===== config.mk =====
export PLATFORM = sky130hd
export DESIGN_NAME = output_display
export DESIGN_NICKNAME = d
export VERILOG_FILES = /design/src/rtl/output_display.sv
export SDC_FILE = /design/constraint.sdc
export NUM_CORES = 1
export LEC_CHECK = 0
export CORE_ASPECT_RATIO = 1.1
export CORE_MARGIN = 3
export CORE_UTILIZATION = 35
export DETAILED_ROUTE_END_ITERATION = 6
export MAX_ROUTING_LAYER = met4
export PLACE_DENSITY = 0.63
export SLEW_MARGIN = 25
export SYNTH_ARGS = -nofsm -noshare
export SYNTH_HDL_FRONTEND = slang
export SYNTH_SLANG_ARGS = --single-unit

===== constraint.sdc =====
create_clock -name clk -period 1.65 [get_ports clk]
set_clock_uncertainty 0.1 [all_clocks]
set_input_delay 0.495 -clock clk [delete_from_list [all_inputs] [get_ports clk]]
set_output_delay 0.495 -clock clk [all_outputs]
set_load 0.1 [all_outputs]

===== src/rtl/output_display.sv =====
// Output register of the 8-bit computer: latches a bus byte, converts it to decimal
// with an iterative double-dabble FSM and scans it onto a 4-digit 7-segment display.
module output_display #(
    parameter int unsigned REFRESH_BITS = 16
) (
    input  logic       clk,
    input  logic       rst_n,
    input  logic [7:0] bus,
    input  logic       OI,
    input  logic       load_stb,
    input  logic       signed_mode,
    output logic [7:0] value,
    output logic       busy,
    output logic [7:0] seg,
    output logic [3:0] sel
);

    localparam int unsigned DATA_W = 8;
    localparam int unsigned BCD_W  = 12;
    localparam int unsigned ITER_W = 4;
    localparam int unsigned STEP_W = BCD_W + DATA_W;

    typedef enum logic [1:0] {IDLE, LOAD, SHIFT} state_t;

    state_t                  state_q, state_d;
    logic [DATA_W-1:0]       value_q;
    logic                    busy_q, busy_d;
    logic [ITER_W-1:0]       iter_q, iter_d;
    logic [DATA_W-1:0]       mag_q, mag_d;
    logic [BCD_W-1:0]        bcd_q, bcd_d;
    logic                    sign_q, sign_d;
    logic [3:0]              units_q, units_d;
    logic [3:0]              tens_q, tens_d;
    logic [3:0]              hund_q, hund_d;
    logic                    neg_q, neg_d;
    logic [REFRESH_BITS-1:0] cnt_q;
    logic [7:0]              seg_q, seg_d;
    logic [3:0]              sel_q, sel_d;

    logic                    load_c;
    logic [DATA_W-1:0]       mag_in_c;
    logic [STEP_W-1:0]       step_c;
    logic [1:0]              digit_idx_c;

    // One double-dabble iteration: add 3 to nibbles >= 5, then shift {bcd,mag} left.
    function automatic logic [STEP_W-1:0] dd_step(input logic [BCD_W-1:0] b,
                                                  input logic [DATA_W-1:0] m);
        logic [BCD_W-1:0] adj;
        adj = b;
        for (int i = 0; i < 3; i++) begin
            if (b[4*i +: 4] >= 4'd5) adj[4*i +: 4] = 4'(b[4*i +: 4] + 4'd3);
        end
        return STEP_W'({adj, m} << 1);
    endfunction

    function automatic logic [7:0] seg_code(input logic [3:0] d);
        case (d)
            4'd0:    seg_code = 8'hC0;
            4'd1:    seg_code = 8'hF9;
            4'd2:    seg_code = 8'hA4;
            4'd3:    seg_code = 8'hB0;
            4'd4:    seg_code = 8'h99;
            4'd5:    seg_code = 8'h92;
            4'd6:    seg_code = 8'h82;
            4'd7:    seg_code = 8'hF8;
            4'd8:    seg_code = 8'h80;
            4'd9:    seg_code = 8'h90;
            default: seg_code = 8'hFF;
        endcase
    endfunction

    assign load_c   = OI & load_stb;
    assign mag_in_c = (signed_mode & value_q[7]) ? 8'(~value_q + 8'd1) : value_q;
    assign step_c   = dd_step(bcd_q, mag_q);

    // LOAD performs the first iteration so that eight iterations finish in N+1..N+8.
    always_comb begin
        state_d = state_q;
        iter_d  = iter_q;
        mag_d   = mag_q;
        bcd_d   = bcd_q;
        sign_d  = sign_q;
        units_d = units_q;
        tens_d  = tens_q;
        hund_d  = hund_q;
        neg_d   = neg_q;
        case (state_q)
            LOAD: begin
                sign_d          = signed_mode & value_q[7];
                {bcd_d, mag_d}  = STEP_W'({12'd0, mag_in_c} << 1);
                iter_d          = 4'd1;
                state_d         = SHIFT;
            end
            SHIFT: begin
                {bcd_d, mag_d} = step_c;
                iter_d         = 4'(iter_q + 4'd1);
                if (iter_q == 4'd7) begin
                    units_d = step_c[11:8];
                    tens_d  = step_c[15:12];
                    hund_d  = step_c[19:16];
                    neg_d   = sign_q;
                    state_d = IDLE;
                end
            end
            default: ;
        endcase
        if (load_c) state_d = LOAD;
        busy_d = (state_d != IDLE);
    end

    // Digit selection for the next refresh frame; seg and sel are registered together.
    assign digit_idx_c = cnt_q[REFRESH_BITS-1 -: 2];

    always_comb begin
        seg_d = 8'hFF;
        sel_d = ~(4'b0001 << digit_idx_c);
        case (digit_idx_c)
            2'd0: seg_d = seg_code(units_q);
            2'd1: seg_d = (hund_q == 4'd0 && tens_q == 4'd0) ? 8'hFF : seg_code(tens_q);
            2'd2: seg_d = (hund_q == 4'd0) ? 8'hFF : seg_code(hund_q);
            2'd3: seg_d = neg_q ? 8'hBF : 8'hFF;
            default: ;
        endcase
    end

    always_ff @(posedge clk or negedge rst_n) begin
        if (!rst_n) begin
            state_q <= IDLE;
            value_q <= '0;
            busy_q  <= 1'b0;
            iter_q  <= '0;
            mag_q   <= '0;
            bcd_q   <= '0;
            sign_q  <= 1'b0;
            units_q <= '0;
            tens_q  <= '0;
            hund_q  <= '0;
            neg_q   <= 1'b0;
            cnt_q   <= '0;
            seg_q   <= 8'hC0;
            sel_q   <= 4'b1110;
        end else begin
            state_q <= state_d;
            if (load_c) value_q <= bus;
            busy_q  <= busy_d;
            iter_q  <= iter_d;
            mag_q   <= mag_d;
            bcd_q   <= bcd_d;
            sign_q  <= sign_d;
            units_q <= units_d;
            tens_q  <= tens_d;
            hund_q  <= hund_d;
            neg_q   <= neg_d;
            cnt_q   <= cnt_q + REFRESH_BITS'(1);
            seg_q   <= seg_d;
            sel_q   <= sel_d;
        end
    end

    assign value = value_q;
    assign busy  = busy_q;
    assign seg   = seg_q;
    assign sel   = sel_q;

endmodule


==> run metrics, run 1 <==
status finished, violations left; failing checks setup timing; Pleak 2.47 nW; Crit. End Element primary output; initial core utilization 0.364; synthesized net count 446; Synth Area per Inst 9.91 sq um; post-synth top area share 0.441; Routed Antenna Nets 0; FP Rows 40; sequential area share after synthesis 0.468; Final Hold Viols 0; share of cells above drive strength 1 0.306; first-pass GRT wire length 14500 microns; htree depth 3; Num CTS Buffers 9; worst skew pair latency 0.33 ns; r2r endpoint bcd_q[0]; FF-to-FF setup slack -0.03 ns; Die ar. 12800 sq um; total power 5.81 mW; WS Path Type reg2out; Max Cap Viol 0; vias in the first global route 3190; via density per instance 4.98; die height 118 microns; number of synthesized flops with an enable pin 0; count of cell types in the netlist 54; # diodes 0; Setup crit end value[4]; commonest non-fill, non-tap cell in the layout dfrtp_1; required time of the worst setup path 1.05 ns; Post-synth ARST share 1.00; DR vias 3195; Synth Register Bits 75; CTS clk-pin slew, worst paths 0.06 ns; setup violators final 4; IO Port Bufs 32; ys flop type dfrtp_1; HP Class reg2reg; drt drc 0; Ports 34; crit share post-route 1.02; initial antenna violation count 0; Syn-to-layout area delta 39.4%; Worst setup startpoint value[4]; hpwl dp 6290 microns; RR Startpoint value[5]; post-DR wirelength/cell 13.5 microns; top post-synthesis cells by area dfrtp_1, ha_1, o21ai_0; Worst Path Arrival 1.10 ns; fmax 0.592 GHz; Fin Hold WS 0.369 ns; CP Max Fanout 2; most frequent cells in the layout dfrtp_1, buf_4, nand2_1; Cells after Synth 406; CTS sink count 75; Worst VDD drop 0.636 mV; leading area contributor after synthesis dfrtp_1; YS warnings 0; post-layout instance area 5610 sq um; number of DRC markers in iteration 0 131; Overflow after GRT 0; GR Util All Layers 0.144; minimum clock period 1.69 ns; Root Buffer clkbuf_16; Placed Area 5070 sq um; FILL cells 992; Core Area 11100 sq um; DRT Pass-1 Iters 6; Post-Syn Area 4030 sq um; RSZ-0062 raised after global routing yes; WL final 8630 microns; final worst slack -0.0400 ns; RePlAce Congestion 0.839; Critical Path Start Type flip-flop; CTS tree done; Pwr per Cell Area 1040 nW/um^2; max-slew violations 0; Die X 108 microns; Longest Clk Path Bufs 2; largest net degree at the start of global routing 24; reg2reg path depth 4; nets 529
-- synthesized netlist by cell type (all sizes together), types with 5 or more instances --
cell,n
dfrtp,71
nand2,43
o21ai,35
ha,27
inv,25
a21oi,21
nor2,21
xnor2,19
mux2,13
nand2b,10
nor3,10
buf,8
mux2i,8
clkbuf,7
nand3,7
a31oi,6
nor2b,6
o22ai,6
o221ai,5
-- registers in the layout, summed over array words and instances (netlist names), 2 cells and up --
signal / cells
bcd_q: 12
cnt_q: 16
hund_q: 4
iter_q: 4
mag_q: 7
seg: 7
sel: 4
state_q: 2
tens_q: 4
units_q: 4
value: 8
-- critical path, cell delays in order, from the launching register on --
cell and delay [ns]:
dfrtp_4 0.48, buf_6 0.13, buf_12 0.15
-- repair_timing --
item / CTS / global route
cloned: 0 / 0
resized for setup: 14 / 42
buffers inserted: 3 / 4
setup endpoints to repair: 19 / 39
endpoints found under the hold margin: 13 / 0
hold buffers: 1 / 0
pin swaps: 1 / 13
-- cell type report --
class | instances | area (sq um) | area share
inverter | 26 | 98.8 | 0.0176
clock buffer | 12 | 256 | 0.0457
timing repair buffer | 87 | 992 | 0.177
multi-input combinational | 290 | 2140 | 0.382
clock inverter | 4 | 32.5 | 0.00580
tap | 147 | 184 | 0.0328
sequential | 75 | 1900 | 0.339
-- report_power, final --
| part | switching [mW] | internal, mW |
|---|---|---|
| logic | 0.965 | 0.747 |
| clock network | 0.774 | 1.11 |
| registers | 0.164 | 2.05 |
| total | 1.90 | 3.91 |
-- stage by stage --
stage	cells	utilization	TNS (ns)	worst slack, ns
2_1_floorplan	406	-	-0.170	-0.142
3_3_place_gp	617	0.458	-1.97	-0.263
3_5_place_dp	617	0.458	-2.41	-0.317
4_1_cts	637	0.492	-0.177	-0.0526
5_1_grt	641	0.507	-0.780	-0.0968
6_report	641	0.507	-0.144	-0.0400
-- routing by layer --
layer  wire, microns  GRT usage  up-vias
li1                -          -     1593
met1            3710      0.172     1523
met2            4470      0.242       66
met5               0          -        -
met4             110     0.0410        0
met3             340     0.0317       13
-- how the worst min path moves through the flow --
stage | endpoint | cells past startpoint | startpoint
CTS | cnt_q[12] | 1 | cnt_q[12]
floorplan | bcd_q[0] | 0 | rst_n
detailed placement | cnt_q[12] | 1 | rst_n
finish | cnt_q[12] | 1 | cnt_q[12]
global route | cnt_q[12] | 1 | cnt_q[12]
global placement | cnt_q[12] | 1 | rst_n
-- logic make-up after synthesis --
group,count (synthesis),share of synthesized area
xor gates and xnor gates,22,0.0479
buffers and inverters,41,0.0426
and+or+nand+nor,122,0.150
DFF,75,0.468
AOI/OAI and AO/OA,97,0.150
other,1,0.000932
adders and majority gates,27,0.0839
muxes,21,0.0563
No activity file was read; power rests on OpenSTA's default activity.
==> run 2, diff against run 1 <==
Settings changed: CAP_MARGIN set to 0.
==> results of run 2 <==
No change in the layout: final DEF, timing and power equal those of run 1.
==> run 3, diff against run 2 <==
Settings changed: PLACE_DENSITY 0.63 to 0.61.
Clock period 1.65 ns to 2 ns, I/O delays scaled along.
==> run 3 against run 2 <==
The flow now finishes without violations. Clock power decreased by 14%. Combinational power down 30%. Power is 20% lower. Sequential power shrank 17%. Cell area shrank 9.2%. Flip-flop and latch count unchanged. Critical path depth up 4. Utilization down 4.7 points. Via count fell by 5.5%. Worst hold slack got worse by 0.30 ns. Critical path type is now reg2reg.
==> run metrics, run 3 (synthesis results as in run 1) <==
# diodes 0; RR Startpoint hund_q[0]; nets 486; WS Path Type reg2reg; most frequent cells in the layout dfrtp_1, nand2_1, o21ai_0; hpwl dp 5950 microns; die height 118 microns; Sw Ratio 0.312; Routed Antenna Nets 0; max-slew violations 0; combinational share of power 0.256; total power 4.64 mW; Final Hold Viols 0; status finished, final reports clean; Core Area 11100 sq um; vias in the first global route 2985; initial antenna violation count 0; setup violators final 0; drt drc 0; power share of the clock group 0.348; CTS sink count 75; Reg power frac 0.396; FILL cells 1034; largest net degree at the start of global routing 53; initial core utilization 0.364; setup bufs post-CTS 0; reg2reg path depth 6; GR Util All Layers 0.143; r2r endpoint seg[1]; Worst VDD drop 0.561 mV; share of cells above drive strength 1 0.171; Syn-to-layout area delta 26.6%; crit share post-route 0.926; number of DRC markers in iteration 0 180; minimum clock period 1.85 ns; CP Max Fanout 5; post-DR wirelength/cell 13.7 microns; fmax 0.540 GHz; post-layout instance area 5100 sq um; DR vias 3020; FF-to-FF setup slack 0.15 ns; commonest non-fill, non-tap cell in the layout dfrtp_1; Num CTS Buffers 9; worst skew pair latency 0.33 ns; Pleak 2.21 nW; WL final 8170 microns; RePlAce Congestion 0.790; CTS tree done; htree depth 3; Biggest register cnt_q; Critical Path Start Type flip-flop; HP Class in2async; Die ar. 12800 sq um; Root Buffer clkbuf_16; first-pass GRT wire length 14300 microns; Placed Area 4790 sq um; CTS Hold Bufs 0; Worst Path Arrival 1.98 ns; CP Cell Sequence inv_1 -> ha_2 -> nand4bb_1 -> o211ai_1 -> a21oi_1 -> o31ai_1; Max Cap Viol 0; FP Rows 40; Crit. End Element flip-flop; IO Port Bufs 32; Psw 1.45 mW; RSZ-0062 raised after global routing no; Die X 108 microns; DRT Pass-1 Iters 4; max FFs per register 16; CTS clk-pin slew, worst paths 0.05 ns; Longest Clk Path Bufs 2; internal power component 3.19 mW; via density per instance 5.05; CP max stage delay 0.41 ns; CP max-delay cell dfrtp_1; Overflow after GRT 0; Ports 34; required time of the worst setup path 2.12 ns; Pwr per Cell Area 911 nW/um^2
==> run 3: layer usage <==
metal,routed length (microns),vias up,GRT usage
met1,3620,1441,0.181
met4,176,0,0.0545
met2,4020,65,0.222
li1,-,1502,-
met3,349,12,0.0355
met5,0,-,-
==> run 3: how the worst max path moves through the flow <==
stage,from,to,slack (ns),depth (start not counted)
detailed placement,signed_mode,mag_q[6],-0.03,5
finish,hund_q[0],seg[1],0.15,6
global route,hund_q[0],seg[1],0.02,6
floorplan,value[7],mag_q[6],0.04,4
global placement,signed_mode,mag_q[6],-0.01,5
CTS,hund_q[0],seg[1],0.13,6
==> run 3: power by group through the flow <==
| stage | Clock, mW | Combinational [mW] | Sequential [mW] |
|---|---|---|---|
| final | 1.62 | 1.19 | 1.84 |
| after floorplan | 0 | 0.527 | 2.08 |
| after detailed placement | 0 | 1.20 | 1.86 |
| after global routing | 1.73 | 1.30 | 1.86 |
| after global placement | 0 | 1.17 | 1.86 |
| after CTS | 1.67 | 1.20 | 1.84 |
==> run 3: cell type report <==
class,instances,area (sq um),share of cell area
Multi-Input combinational cell,290,1980,0.389
Timing Repair Buffer,44,646,0.127
Tap cell,147,184,0.0361
Clock inverter,2,35.0,0.00687
Clock buffer,14,264,0.0518
Inverter,26,97.6,0.0192
Sequential cell,75,1890,0.370
==> run 3: worst max-delay path, delay by kind of cell, from the launching register on <==
kind	cells	cell delay, ns
AO/OA/AOI/OAI	3	0.72
adder cells (fa/ha/maj)	1	0.23
buffers and inverters	1	0.12
flip-flops	1	0.41
AND/OR/NAND/NOR	1	0.15
==> run 3: repair_timing <==
action / 4_1_cts / 5_1_grt
gates resized for setup: 0 / 2
setup endpoints to repair: 0 / 2
endpoints found under the hold margin: 0 / 0
==> run 3: per-stage QoR <==
stage / setup WS [ns] / hold WS [ns] / instances / setup TNS [ns] / util
detailed placement: -0.0302 / 0.353 / 582 / -0.0442 / 0.433
global placement: -0.0118 / 0.350 / 582 / -0.0121 / 0.433
floorplan: 0.0370 / 0.204 / 406 / 0 / -
finish: 0.147 / 0.0708 / 598 / 0 / 0.461
global route: 0.0239 / 0.0831 / 598 / 0 / 0.461
CTS: 0.130 / 0.0728 / 598 / 0 / 0.460
